`src/rtl/booth_r4_seq_mult.sv`:
```
// Iterative signed radix-4 Booth multiplier, WIDTH x WIDTH -> 2*WIDTH, one Booth triplet per clock.
// Latency: done pulses in the cycle after edge ITER+1 from the accepted start; one result per ITER+2 clocks.
// Backpressure: start is taken only while idle (busy=0); requests while busy are dropped, not queued.
module booth_r4_seq_mult #(
    parameter int WIDTH = 32
) (
    input  logic                 clk,
    input  logic                 rst_n,
    input  logic                 start,
    input  logic                 abort,
    input  logic [WIDTH-1:0]     x_in,
    input  logic [WIDTH-1:0]     y_in,
    output logic                 busy,
    output logic                 done,
    output logic [2*WIDTH-1:0]   product
);
    localparam int ITER = WIDTH / 2;
    localparam int CW   = $clog2(ITER);

    typedef enum logic [1:0] {IDLE, RUN, DONE} state_t;

    state_t               state, state_nxt;
    logic [WIDTH-1:0]     x_r;
    logic [WIDTH+1:0]     ybuf;
    logic [2*WIDTH-1:0]   acc;
    logic [CW-1:0]        cnt;
    logic                 last;
    logic [2:0]           trip;
    logic [WIDTH:0]       xo;
    logic [2*WIDTH-1:0]   pp_ext;
    logic [2*WIDTH-1:0]   pp_shift;

    assign last = (cnt == CW'(ITER - 1));
    assign busy = (state != IDLE);

    always_comb begin
        state_nxt = state;
        case (state)
            IDLE:    if (start && !abort) state_nxt = RUN;
            RUN:     if (abort) state_nxt = IDLE;
                     else if (last) state_nxt = DONE;
            DONE:    state_nxt = IDLE;
            default: state_nxt = IDLE;
        endcase
    end

    // Negative selections are one's complement here; the +sign below completes the negation,
    // and doing it at 2W bits keeps -2*(-2^(W-1)) exact.
    always_comb begin
        trip = ybuf[2:0];
        case (trip)
            3'b000:          xo = '0;
            3'b001, 3'b010:  xo = {x_r[WIDTH-1], x_r};
            3'b011:          xo = {x_r, 1'b0};
            3'b100:          xo = ~{x_r, 1'b0};
            3'b101, 3'b110:  xo = ~{x_r[WIDTH-1], x_r};
            default:         xo = '1;
        endcase
        pp_ext   = {{(WIDTH-1){xo[WIDTH]}}, xo} + (2*WIDTH)'(trip[2]);
        pp_shift = pp_ext << {cnt, 1'b0};
    end

    always_ff @(posedge clk or negedge rst_n) begin
        if (!rst_n) begin
            state   <= IDLE;
            x_r     <= '0;
            ybuf    <= '0;
            acc     <= '0;
            cnt     <= '0;
            done    <= 1'b0;
            product <= '0;
        end else begin
            state <= state_nxt;
            done  <= 1'b0;
            case (state)
                IDLE: begin
                    if (start && !abort) begin
                        x_r  <= x_in;
                        ybuf <= {y_in[WIDTH-1], y_in, 1'b0};
                        acc  <= '0;
                        cnt  <= '0;
                    end
                end
                RUN: begin
                    if (!abort) begin
                        acc  <= acc + pp_shift;
                        ybuf <= {{2{ybuf[WIDTH+1]}}, ybuf[WIDTH+1:2]};
                        cnt  <= cnt + 1'b1;
                    end
                end
                DONE: begin
                    product <= acc;
                    done    <= 1'b1;
                end
                default: ;
            endcase
        end
    end
endmodule
```
`config.mk`:
```
export PLATFORM = sky130hd
export DESIGN_NAME = booth_r4_seq_mult
export DESIGN_NICKNAME = d
export VERILOG_FILES = /design/src/rtl/booth_r4_seq_mult.sv
export SDC_FILE = /design/constraint.sdc
export NUM_CORES = 1
export LEC_CHECK = 0
export CAP_MARGIN = 25
export CORE_MARGIN = 1
export CORE_UTILIZATION = 45
export DETAILED_ROUTE_END_ITERATION = 10
export PLACE_DENSITY = 0.71
export SYNTH_ARGS = -nofsm -noshare
export SYNTH_HDL_FRONTEND = slang
export SYNTH_SLANG_ARGS = --single-unit
```
`constraint.sdc`:
```
create_clock -name clk -period 18.4 [get_ports clk]
set_clock_uncertainty 0.15 [all_clocks]
set_input_delay 4.6 -clock clk [delete_from_list [all_inputs] [get_ports clk]]
set_output_delay 4.6 -clock clk [all_outputs]
set_load 0.05 [all_outputs]
```
Word level (Yosys, flattened, before mapping)
Cells that the tools add are included.
{ "op_classes": {"add_sub_neg": 3, "n_eq_ne": 12, "n_reduce_logical": 12, "mux": 15, "shift": 1, "bitwise_logic": 3} }
{ "op_table": {"columns": ["operator", "n"], "rows": [
  ["case mux 33 bit (5 select lines)", 1],
  ["2-to-1 mux 64 bit", 2],
  ["case mux 64 bit (2 select lines)", 1],
  ["case mux 34 bit (2 select lines)", 1],
  ["inverter 33 bit", 2],
  ["adder 64 bit", 1],
  ["left shift 64 x 5 -> 64 bit", 1],
  ["adder 33 x 2 -> 34 bit", 1],
  ["2-to-1 mux 34 bit", 1],
  ["2-to-1 mux 33 bit", 1],
  ["== test 3 bit, second input constant", 3],
  ["2-to-1 mux 4 bit", 2],
  ["case mux 4 bit (2 select lines)", 1],
  ["== test 3 x 2 -> 1 bit, second input constant", 2],
  ["2-to-1 mux 2 bit", 3],
  ["AND reduction 3 bit", 2],
  ["adder 4 x 1 -> 4 bit, second input constant", 1],
  ["== test 4 bit, second input constant", 1],
  ["inequality test 2 bit, second input constant", 2],
  ["case mux 2 bit (2 select lines)", 1],
  ["AND reduction 2 bit", 2],
  ["nonzero test 2 bit", 2],
  ["OR reduction 2 bit", 2],
  ["== test 3 x 1 -> 1 bit, second input constant", 1],
  ["other kinds (9)", 9]
]} }
{ "totals": {"register_bits": 201, "word_cells": 54, "out_inout_bits": 66} }

Depth between registers and ports, before layout
{ "depth": {"ltp_word": 8, "depth_mapped": 30} }

Worst setup path after synthesis
No wires, ideal clock.
{ "synth_path": {"path_type": "input port to flip-flop", "startpoint": "input abort", "endpoint": "register x_r[17]", "setup_slack_ps": 12181, "path_stages": 4, "arrival_time_ps": 5944, "required_ps": 18125, "path_cell_list": "nor3b_1 > clkbuf_1 > clkbuf_1 > mux2_2"} }
{ "synth_via": {"elab_chain_len": 3} }
{ "synth_lines": {"columns": ["element", "line_no", "rtl"], "rows": [
  ["start, declared", "10", "input logic abort,"],
  ["logical NOT 1 bit", null, null],
  ["logical AND 1 bit", "77", "if (start && !abort) begin"],
  ["AND reduction 2 bit (no source line)", null, null],
  ["end signal, assigned", "78", "x_r <= x_in;"],
  ["end, declared", "23", "logic [WIDTH-1:0] x_r;"]
]} }
No other way between the ends.
A chain may end at the register's enable or synchronous reset.

Worst setup path after layout
{ "layout_path": {"startpoint": "register ybuf[1]", "endpoint": "register acc[63]"} }
{ "layout_via": {"elab_chain_len": 8, "elab_cells_between_ends": 15} }
{ "layout_lines": {"columns": ["element", "line_no", "rtl"], "rows": [
  ["start, declared", "24", "logic [WIDTH+1:0] ybuf;"],
  ["start signal, assigned", "79", "ybuf <= {y_in[WIDTH-1], y_in, 1'b0};"],
  ["start signal, assigned", "87", "ybuf <= {{2{ybuf[WIDTH+1]}}, ybuf[WIDTH+1:2]};"],
  ["== test 3 bit, or another cell as far along", "51", "case (trip)"],
  ["OR reduction 2 bit", "51", null],
  ["case mux 33 bit (5 select lines) (*)", "51", null],
  ["adder 33 x 2 -> 34 bit (*)", "59", "pp_ext = {{(WIDTH-1){xo[WIDTH]}}, xo} + (2*WIDTH)'(trip[2]);"],
  ["left shift 64 x 5 -> 64 bit (*)", "60", "pp_shift = pp_ext << {cnt, 1'b0};"],
  ["adder 64 bit (*)", "86", "acc <= acc + pp_shift;"],
  ["2-to-1 mux 64 bit (*)", "85", "if (!abort) begin"],
  ["case mux 64 bit (2 select lines) (*)", "75", "case (state)"],
  ["end signal, assigned", "86", null],
  ["end, declared", "25", "logic [2*WIDTH-1:0] acc;"]
]} }
Every way passes the cells marked *; elsewhere a longest branch is shown, timed or not. The select of a mux whose other input is x is not followed.

==> reports/qor.csv <==
stage;metric;value;unit
outcome;outcome;finished clean;
global_route;initial antenna violation count;0;
clocking;total CTS buffers;23;
power_and_ir_drop;Clock power frac;14.4;%
power_and_ir_drop;Sw Ratio;48.5;%
final_layout;diode count;0;
synthesis;synth warn;0;
placement;hpwl dp;33.5;mm
global_route;Total Routing Usage GR;23.7;%
clocking;clock sink total;201;
timing;fmax;120;MHz
final_layout;most common cell after layout, fill and taps aside;nand2_1;
timing;final number of hold-violating endpoints;0;
routing;WL final;45.8;mm
die;Initial Utilization;45.7;%
routing;drt first pass iters;6;
power_and_ir_drop;Comb pwr share;63.1;%
setup_path;Critical Path, Cell by Cell;buf_4 -> xor2_2 -> nand2_1 -> xnor2_1 -> ha_1 -> ha_1 -> nand3b_1 -> nor3_4 -> nand4_2 -> or2_2 -> o211a_1 -> a32oi_1 -> a21oi_1 -> o32ai_1 -> ha_1 -> nand4_1 -> nor3_1 -> inv_1 -> a2111oi_0 -> o21ai_0 -> a21o_1 -> and2_1 -> a211o_1 -> o211ai_1;
clocking;CTS tree;done;
routing;Iter 0 DRT Violations;1449;
setup_path;CP max FO;73;
global_route;vias in the first global route;13600;
clocking;CTS Root Buffer Type;clkbuf_16;
global_route;grt total ovfl;0;
routing;DR WL met2;20.5;mm
timing;unrepaired setup endpoints after global routing;false;
synthesis;Post-synth EDFFs;0;
routing;routed length per placed instance;18.9;microns
final_layout;Final #Nets;2077;
placement;DP Area;0.0180;sq mm
timing;Tcrit/Tclk final;45.3;%
synthesis;synth top area cells;dfrtp_1 30%, mux2_2 6.9%, o21ai_0 5.1%;
die;IO Pins;134;
placement;routability-driven placement congestion ratio;0.954;
setup_path;Crit Path Class;flip-flop to flip-flop;
synthesis;register area share after synthesis;30.0;%
setup_path;Crit. End Element;flip-flop;
routing;DR vias/cell;6.18;
final_layout;fillcell total;3497;
power_and_ir_drop;sequential power share;22.5;%
timing;Slew headroom;29.6;%
final_layout;Design Area, Final;0.0187;sq mm
final_layout;Post-Layout Cell Count;2421;
power_and_ir_drop;power per cell area;155;mW/mm^2
power_and_ir_drop;P_leak;0.00802;uW
timing;actual slew at the worst max-slew pin;1.05;ns
timing;setup TNS;0;ns
setup_path;cell mode on critical path;ha_1;
clocking;post_cts resized;0;
timing;Final Max Slew Viols;0;
synthesis;Avg Cell Area, Syn;8.70;sq um
clocking;CTS Hold Bufs;0;
clocking;clock-pin slew on the worst setup and hold paths;0.06;ns
setup_path;CP Data Arrival Time;8.62;ns
die;width of the die;195;microns
routing;met3 WL post-DR;2.68;mm
synthesis;Post-synth ARST share;100;%
timing;count of final setup violators;0;
setup_path;slowest CP cell;xor2_2;
setup_path;worst stage delay on the critical path;0.84;ns
clocking;Post CTS Setup Buffer Count;0;
routing;drc violations;0;
die;floorplan core area;0.0366;sq mm
synthesis;synth unique cells;110;
power_and_ir_drop;Pwr Total;2900;uW
global_route;largest net degree at the start of global routing;110;
global_route;first-pass GRT wire length;74.2;mm
synthesis;synthesized area;0.0167;sq mm
clocking;clock latency at the later pin of the worst-skew pair;0.53;ns
routing;Max Used Layer;met4;
power_and_ir_drop;VDD IR max;0.0000784;V
synthesis;dominant synthesized flop cell;dfrtp_1;
placement;placed cells;2383;
final_layout;layout cells sized above 1;11.5;%
power_and_ir_drop;P_sw;1410;uW
timing;min Tclk post-route;8.33;ns
setup_path;Setup crit start kind;flip-flop;
die;DIE AREA;0.0380;sq mm
die;row cnt;70;
setup_path;Critical Path RT;18.69;ns
final_layout;most frequent cells in the layout;203 x nand2_1, 199 x dfrtp_1, 171 x o21ai_0;
routing;wire length on met1;21.4;mm
worst_hold_path;Hold Path Class;flip-flop to flip-flop;
synthesis;Post-Synthesis Cells;1924;
placement;I/O Buffers;133;
clocking;H-tree Lvls;1;
synthesis;cell taking the most area after synthesis;dfrtp_1;
routing;antenna-violating nets left;0;
routing;Vias;15000;
synthesis;Yosys top cell area share;30.0;%
flow_run;max-cap violation count;0;
final_layout;area grow syn2layout;11.5;%
power_and_ir_drop;internal power;1490;uW
die;Die Ht;195;microns
synthesis;Seq cells post-synth;201;
timing;hold_ws;0.331;ns
synthesis;syn nets;2060;
clocking;Longest Clk Path Bufs;3;
-- final cells by class --
cell class	count	area (sq um)	area share [%]
sequential	201	5030	27.0
inverter	33	124	0.663
clock inverter	7	45.0	0.241
clock buffer	30	622	3.33
tap	468	586	3.14
timing repair buffer	152	1490	7.98
multi-input combinational	1530	10800	57.7
-- worst max-delay path, delay by kind of cell, from the launching register on --
| family | cells | cell delay (ns) |
|---|---|---|
| AND/OR/NAND/NOR | 8 | 2.44 |
| AO/OA/AOI/OAI | 9 | 2.89 |
| buffers and inverters | 2 | 0.62 |
| adder cells (fa/ha/maj) | 3 | 0.76 |
| flip-flops | 1 | 0.33 |
| XOR/XNOR | 2 | 1.02 |
-- kinds of logic after synthesis --
family / share of synthesized area, %
DFF: 30.0
buffers and inverters: 5.78
muxes: 11.9
AOI/OAI and AO/OA: 26.5
adders and majority gates: 5.19
xor gates and xnor gates: 4.59
and+or+nand+nor: 16.0
-- flip-flops by register name, indices dropped and copies added (netlist names) --
signal   count
acc         64
cnt          4
done         1
product     64
state        2
x_r         32
ybuf        34
-- power by group through the flow --
stage / Sequential, uW / Clock, uW / Combinational, uW
CTS: 651 / 433 / 1790
global route: 667 / 450 / 2010
global placement: 655 / 0 / 1760
floorplan: 598 / 0 / 1440
detailed placement: 659 / 0 / 1780
finish: 652 / 419 / 1830
-- cells in the mapped netlist (22+ instances only) --
cell and number:
mux2i_1 59, dfrtp_1 201, mux2_2 102, clkbuf_1 100, nand2_1 203, inv_1 31
xnor2_1 46, o21a_1 30, ha_1 67, xor2_1 38, o21ai_0 171, a21o_1 53
nand3_1 36, a21oi_1 125, nand2b_1 26, nor2_1 123, nand4_1 23, nor3_1 26
o21bai_1 22
-- stage by stage --
stage / util, % / setup slack [ns]
after global routing: 51.0 / 9.49
after global placement: 49.1 / 10.47
final: 51.0 / 10.07
after detailed placement: 49.2 / 10.21
after floorplan: - / 12.18
after CTS: 51.0 / 10.16
-- routing by layer --
layer	vias to the layer above	global-route usage (%)
met5	-	0
met3	87	2.76
met2	568	36.7
li1	7167	-
met4	0	6.56
met1	7146	34.7
-- path summary, 6_finish.rpt --
check                         endpoint     start  slack [ns]  cells after the start
max in group asynchronous      ybuf[1]     rst_n       12.13                      3
max reg2reg                    acc[63]   ybuf[1]       10.07                     24
min                           ybuf[11]  ybuf[11]        0.33                      2
max                            acc[63]   ybuf[1]       10.07                     24
min reg2reg                   ybuf[11]  ybuf[11]        0.33                      2
min in group asynchronous  product[20]     rst_n        3.95                      1
No activity file was read; power rests on OpenSTA's default activity.
==> patch 1, RTL diff (same flow settings) <==
Set the parameter `WIDTH` to 16 (it was 32).
--- a/src/rtl/booth_r4_seq_mult.sv
+++ b/src/rtl/booth_r4_seq_mult.sv
@@ -3,5 +3,5 @@
 // Backpressure: start is taken only while idle (busy=0); requests while busy are dropped, not queued.
 module booth_r4_seq_mult #(
-    parameter int WIDTH = 32
+    parameter int WIDTH = 16
 ) (
     input  logic                 clk,
Interface: changed (resized product, x_in and y_in); port bits go from 134 to 70. The function was not compared with the original's and may differ.
==> patch 1 against the original RTL <==
Utilization rose by 2.7 points. Critical path depth fell by 3. Power fell by 54%. Sequential cell count fell by 97. Area after synthesis fell by 55%. Highest routed layer unchanged. Routed wire length fell by 61%. Cell area fell by 54%. Setup slack improved by 1.5 ns.
==> patch 1: results (changes against the original RTL) <==
[routing]
dr_total_vias = 6423  ; -57%
initialDrtViolationCount = 493  ; -66%
dr.pass1.iters = 5  ; -1

[synthesis]
synthAdderAreaFrac_pct = 6.239  ; +1.1 points
synthMuxAreaShare_pct = 12.16  ; +0.29 points
ys_seq_area_share_pct = 34.51  ; +4.5 points
synth.area.top_cells = dfrtp_1, mux2_2, ha_1, o21ai_0, nand2_1
synthesis.nets = 915  ; -56%
synth_compound_area_share_pct = 24.37  ; -2.2 points
synth_cell_type_count = 69  ; -37%

[die]
die-area_um2 = 17280  ; -55%

[setup_path]
worstPathArrival_ns = 6.99  ; -1.63 ns
max_stage_delay_ns = 0.99  ; +0.15 ns
slowest_stage = dfrtp_1
critPathMaxFanout = 27  ; -63%

[timing]
period_minus_slack_ns = 6.846  ; -1.487 ns
timing.hold.ws_ns = 0.3314  ; +0.0003980 ns
max_slew_margin_pct = 34.61  ; +5.1 points

[global_routing]
grt_start_max_net_pins = 69  ; -37%
grt_pass1_vias = 5909  ; -56%
grt_usage_pct = 20.92  ; -2.8 points
grt_pass1_wl_um = 29920  ; -60%

[final_layout]
regArea_um2 = 2603  ; -48%
bufAreaShareNonClock_pct = 8.915  ; +0.93 points
clk_share_pct = 3.719  ; +0.15 points
multi_input_cells = 662  ; -57%
multi_input_area_um2 = 4624  ; -57%
finalNetCount = 943  ; -55%
inv_count = 15  ; -55%
flops_and_latches = 104  ; -48%
fillers = 1479  ; -58%
clock_buffers = 11  ; -63%
nNonClkBuffers = 78  ; -49%

[clock_network]
numCtsBuffers = 9  ; -61%
cts_max_path_buffers = 2  ; -1
htreeDepth = 3  ; +2

[power_and_ir_drop]
ir_worst_vdd_uv = 63.26  ; -19%
leakagePower_nw = 3.811  ; -52%

[outcome]
status = finished clean

[placement]
placed_area_um2 = 8309  ; -54%
hpwlAfterDp_um = 12510  ; -63%
portBuffers = 69  ; -48%
dp_slack_ns = 11.49  ; +1.286 ns

## patch 1: cell count changes in the layout (fill, tap and decap cells not counted), moves of 32 or more
cell             before  now
o21ai_0             171   79
nand2_1             203   92
a21oi_1             125   56
mux2_2              102   53
clkdlybuf4s50_1     132   68
nor2_1              121   50
a21o_1               53   21
dfrtp_1             199  104
## patch 1: stage by stage
stage	utilization (%)	std cells
4_1_cts	53.56	1090
6_report	53.65	1091
2_1_floorplan	-	842
5_1_grt	53.65	1091
3_5_place_dp	51.56	1074
3_3_place_gp	51.47	1073
## patch 1: metal layers
layer	track usage, %	vias to the layer above	part of all wire (%)
met4	5.297	0	0.95
met5	0	-	0
li1	-	3160	-
met2	32.60	175	46
met1	30.13	3075	48
met3	3.241	13	5.3
## patch 1: where the power goes
part | switching (mW) | leakage, nW | total (mW) | internal, mW
logic | 0.435 | 2.29 | 0.760 | 0.325
registers | 0.0739 | 1.36 | 0.352 | 0.278
clock network | 0.0856 | 0.160 | 0.209 | 0.123
total | 0.594 | 3.81 | 1.32 | 0.726
==> patch 2, RTL diff (same settings) <==
Made on the original files. Encoding of `state_t`: now one-hot (3 bits for 3 states).
--- a/src/rtl/booth_r4_seq_mult.sv
+++ b/src/rtl/booth_r4_seq_mult.sv
@@ -18,5 +18,5 @@
     localparam int CW   = $clog2(ITER);
 
-    typedef enum logic [1:0] {IDLE, RUN, DONE} state_t;
+    typedef enum logic [2:0] {IDLE = 3'b001, RUN = 3'b010, DONE = 3'b100} state_t;
 
     state_t               state, state_nxt;
Check against the original RTL: no difference found for any inputs over 10 cycles, from zero or initial values and one cycle with rst_n low; not proved beyond that.
==> patch 2 against the original RTL <==
Power shrank 28%. Sequential cell count grew 1. Cell area shrank 3.0%. Highest routed layer unchanged. Setup slack got worse by 0.36 ns. Die area fell by 5.2%. Largest power group unchanged. Routed wire length is 2.2% lower. Utilization up 1.3 points. Area after synthesis shrank 5.3%.
==> patch 2: results (changes against the original RTL) <==
[synthesis]
synth_compound_area_share_pct = 26.05  ; -0.49 points
synth_cell_type_count = 90  ; -18%
post_synth_xor_area_fraction_pct = 5.032  ; +0.44 points
synthAdderAreaFrac_pct = 5.411  ; +0.22 points
ys_seq_area_share_pct = 31.87  ; +1.8 points
async_flop_share_pct = 100.0  ; unchanged
ys_top_cells_by_count = nand2_1, dfrtp_1, o21ai_0
synth.area.top_cells = dfrtp_1, mux2_2, ha_1, nand2_1, o21ai_0
synthMuxAreaShare_pct = 11.11  ; -0.76 points

[clock_network]
cts_max_path_buffers = 3  ; unchanged
clk_pin_slew_ns = 0.06  ; about the same
htreeDepth = 1  ; unchanged
cts_repair_resize_count = 0  ; unchanged
cts.sinks = 202  ; +0.50%
cts_setup_buffers = 0  ; unchanged
clock_latency_ns = 0.54
clockRootBuffer = clkbuf_16
numCtsBuffers = 23  ; unchanged

[global_routing]
antenna_found_initial = 0  ; unchanged
grtUsageMet3_pct = 3.228  ; +0.47 points
grt_usage_pct = 24.76  ; +1.1 points
overflow = 0  ; unchanged
grt_pass1_wl_um = 72510  ; -2.3%
grt_start_max_net_pins = 92  ; -16%
met2_usage_pct = 38.52  ; +1.9 points
grtUsageMet1_pct = 35.86  ; +1.1 points
grt_pass1_vias = 13445  ; -0.99%

[setup_path]
worstPathArrival_ns = 8.97  ; +0.35 ns
slowest_stage = a222oi_1
reg2reg_slack_ns = 9.71  ; -0.36 ns
critPathMaxFanout = 47  ; -36%
max_stage_delay_ns = 0.89  ; +0.05 ns

[outcome]
status = finished clean

[placement]
portBuffers = 133  ; unchanged
gp_congestion = 0.9419  ; -1.3%
placed_area_um2 = 17320  ; -3.8%
hpwlAfterDp_um = 33450  ; -0.20%

[final_layout]
reg_top3 = acc x64, product x64, ybuf x34
finalNetCount = 2010  ; -3.2%
fillers = 3227  ; -7.7%
drive_gt1_share_pct = 11.22  ; -0.30 points

[power_and_ir_drop]
ir_worst_vdd_uv = 82.23  ; +4.9%
leakagePower_nw = 7.764  ; -3.2%

[routing]
viasPerCell = 6.137  ; -0.74%
wl_um = 44750  ; -2.2%
initialDrtViolationCount = 1244  ; -14%
dr.pass1.iters = 7  ; +1

[timing]
worstMarginPinSlew_ns = 0.9241  ; -0.1277 ns

[hold_path]
hp-class = flop to flop

==> patch 2: worst paths after layout <==
check,start,depth (start not counted),end
worst max-delay path,ybuf[2]$_DFFE_PN0P_,21,acc[63]$_DFFE_PN0P_
worst min-delay path,ybuf[3]$_DFFE_PN0P_,2,ybuf[3]$_DFFE_PN0P_
worst max register to register,ybuf[2]$_DFFE_PN0P_,21,acc[63]$_DFFE_PN0P_
worst min register to register,ybuf[3]$_DFFE_PN0P_,2,ybuf[3]$_DFFE_PN0P_
max in group asynchronous,rst_n,2,product[10]$_DFFE_PN0P_
min in group asynchronous,rst_n,1,acc[51]$_DFFE_PN0P_
==> patch 2: per-stage QoR <==
stage          cells  hold WS (ns)  worst slack, ns  utilization (%)
5_1_grt         2344        0.3672            9.048            52.30
6_report        2344        0.3440            9.709            52.30
3_3_place_gp    2303        0.3232            9.969            50.01
2_1_floorplan   1847        0.3069            11.93                -
3_5_place_dp    2303        0.3364            9.819            50.01
4_1_cts         2343        0.3482            9.817            52.22
==> patch 2: logic make-up (layout without fill, tap and decap cells) <==
kind of cell	after synthesis	after routing
adders and majority gates	68	68
DFF	202	202
buffers and inverters	188	230
AOI/OAI and AO/OA	622	622
and+or+nand+nor	532	532
xor gates and xnor gates	89	89
muxes	146	146
==> patch 2: area by class of cell <==
cell class,instances,area share [%]
Clock buffer,33,3.717
Multi-Input combinational cell,1457,55.63
Clock inverter,7,0.5044
Timing Repair Buffer,153,8.311
Sequential cell,202,27.93
Inverter,37,0.7669
Tap cell,455,3.144
==> patch 2: routing by layer <==
layer	vias to the layer above	share of wire, %
li1	6916	-
met1	6931	48
met2	476	45
met3	61	5.0
met4	0	2.6
met5	-	0
==> patch 2: worst max-delay path, delay by kind of cell, from the launching register on <==
kind | cells | cell delay (ns)
AO/OA/AOI/OAI | 6 | 2.38
AND/OR/NAND/NOR | 7 | 2.33
buffers and inverters | 2 | 1.19
multiplexers | 3 | 1.12
adder cells (fa/ha/maj) | 2 | 0.85
flip-flops | 1 | 0.32
XOR/XNOR | 1 | 0.20
==> patch 2: report_power, final <==
group	switching [mW]	leakage (nW)	internal, mW
Clock	0.182	0.376	0.281
Sequential	0.0704	2.65	0.493
Combinational	0.662	4.74	0.402
Total	0.914	7.76	1.18
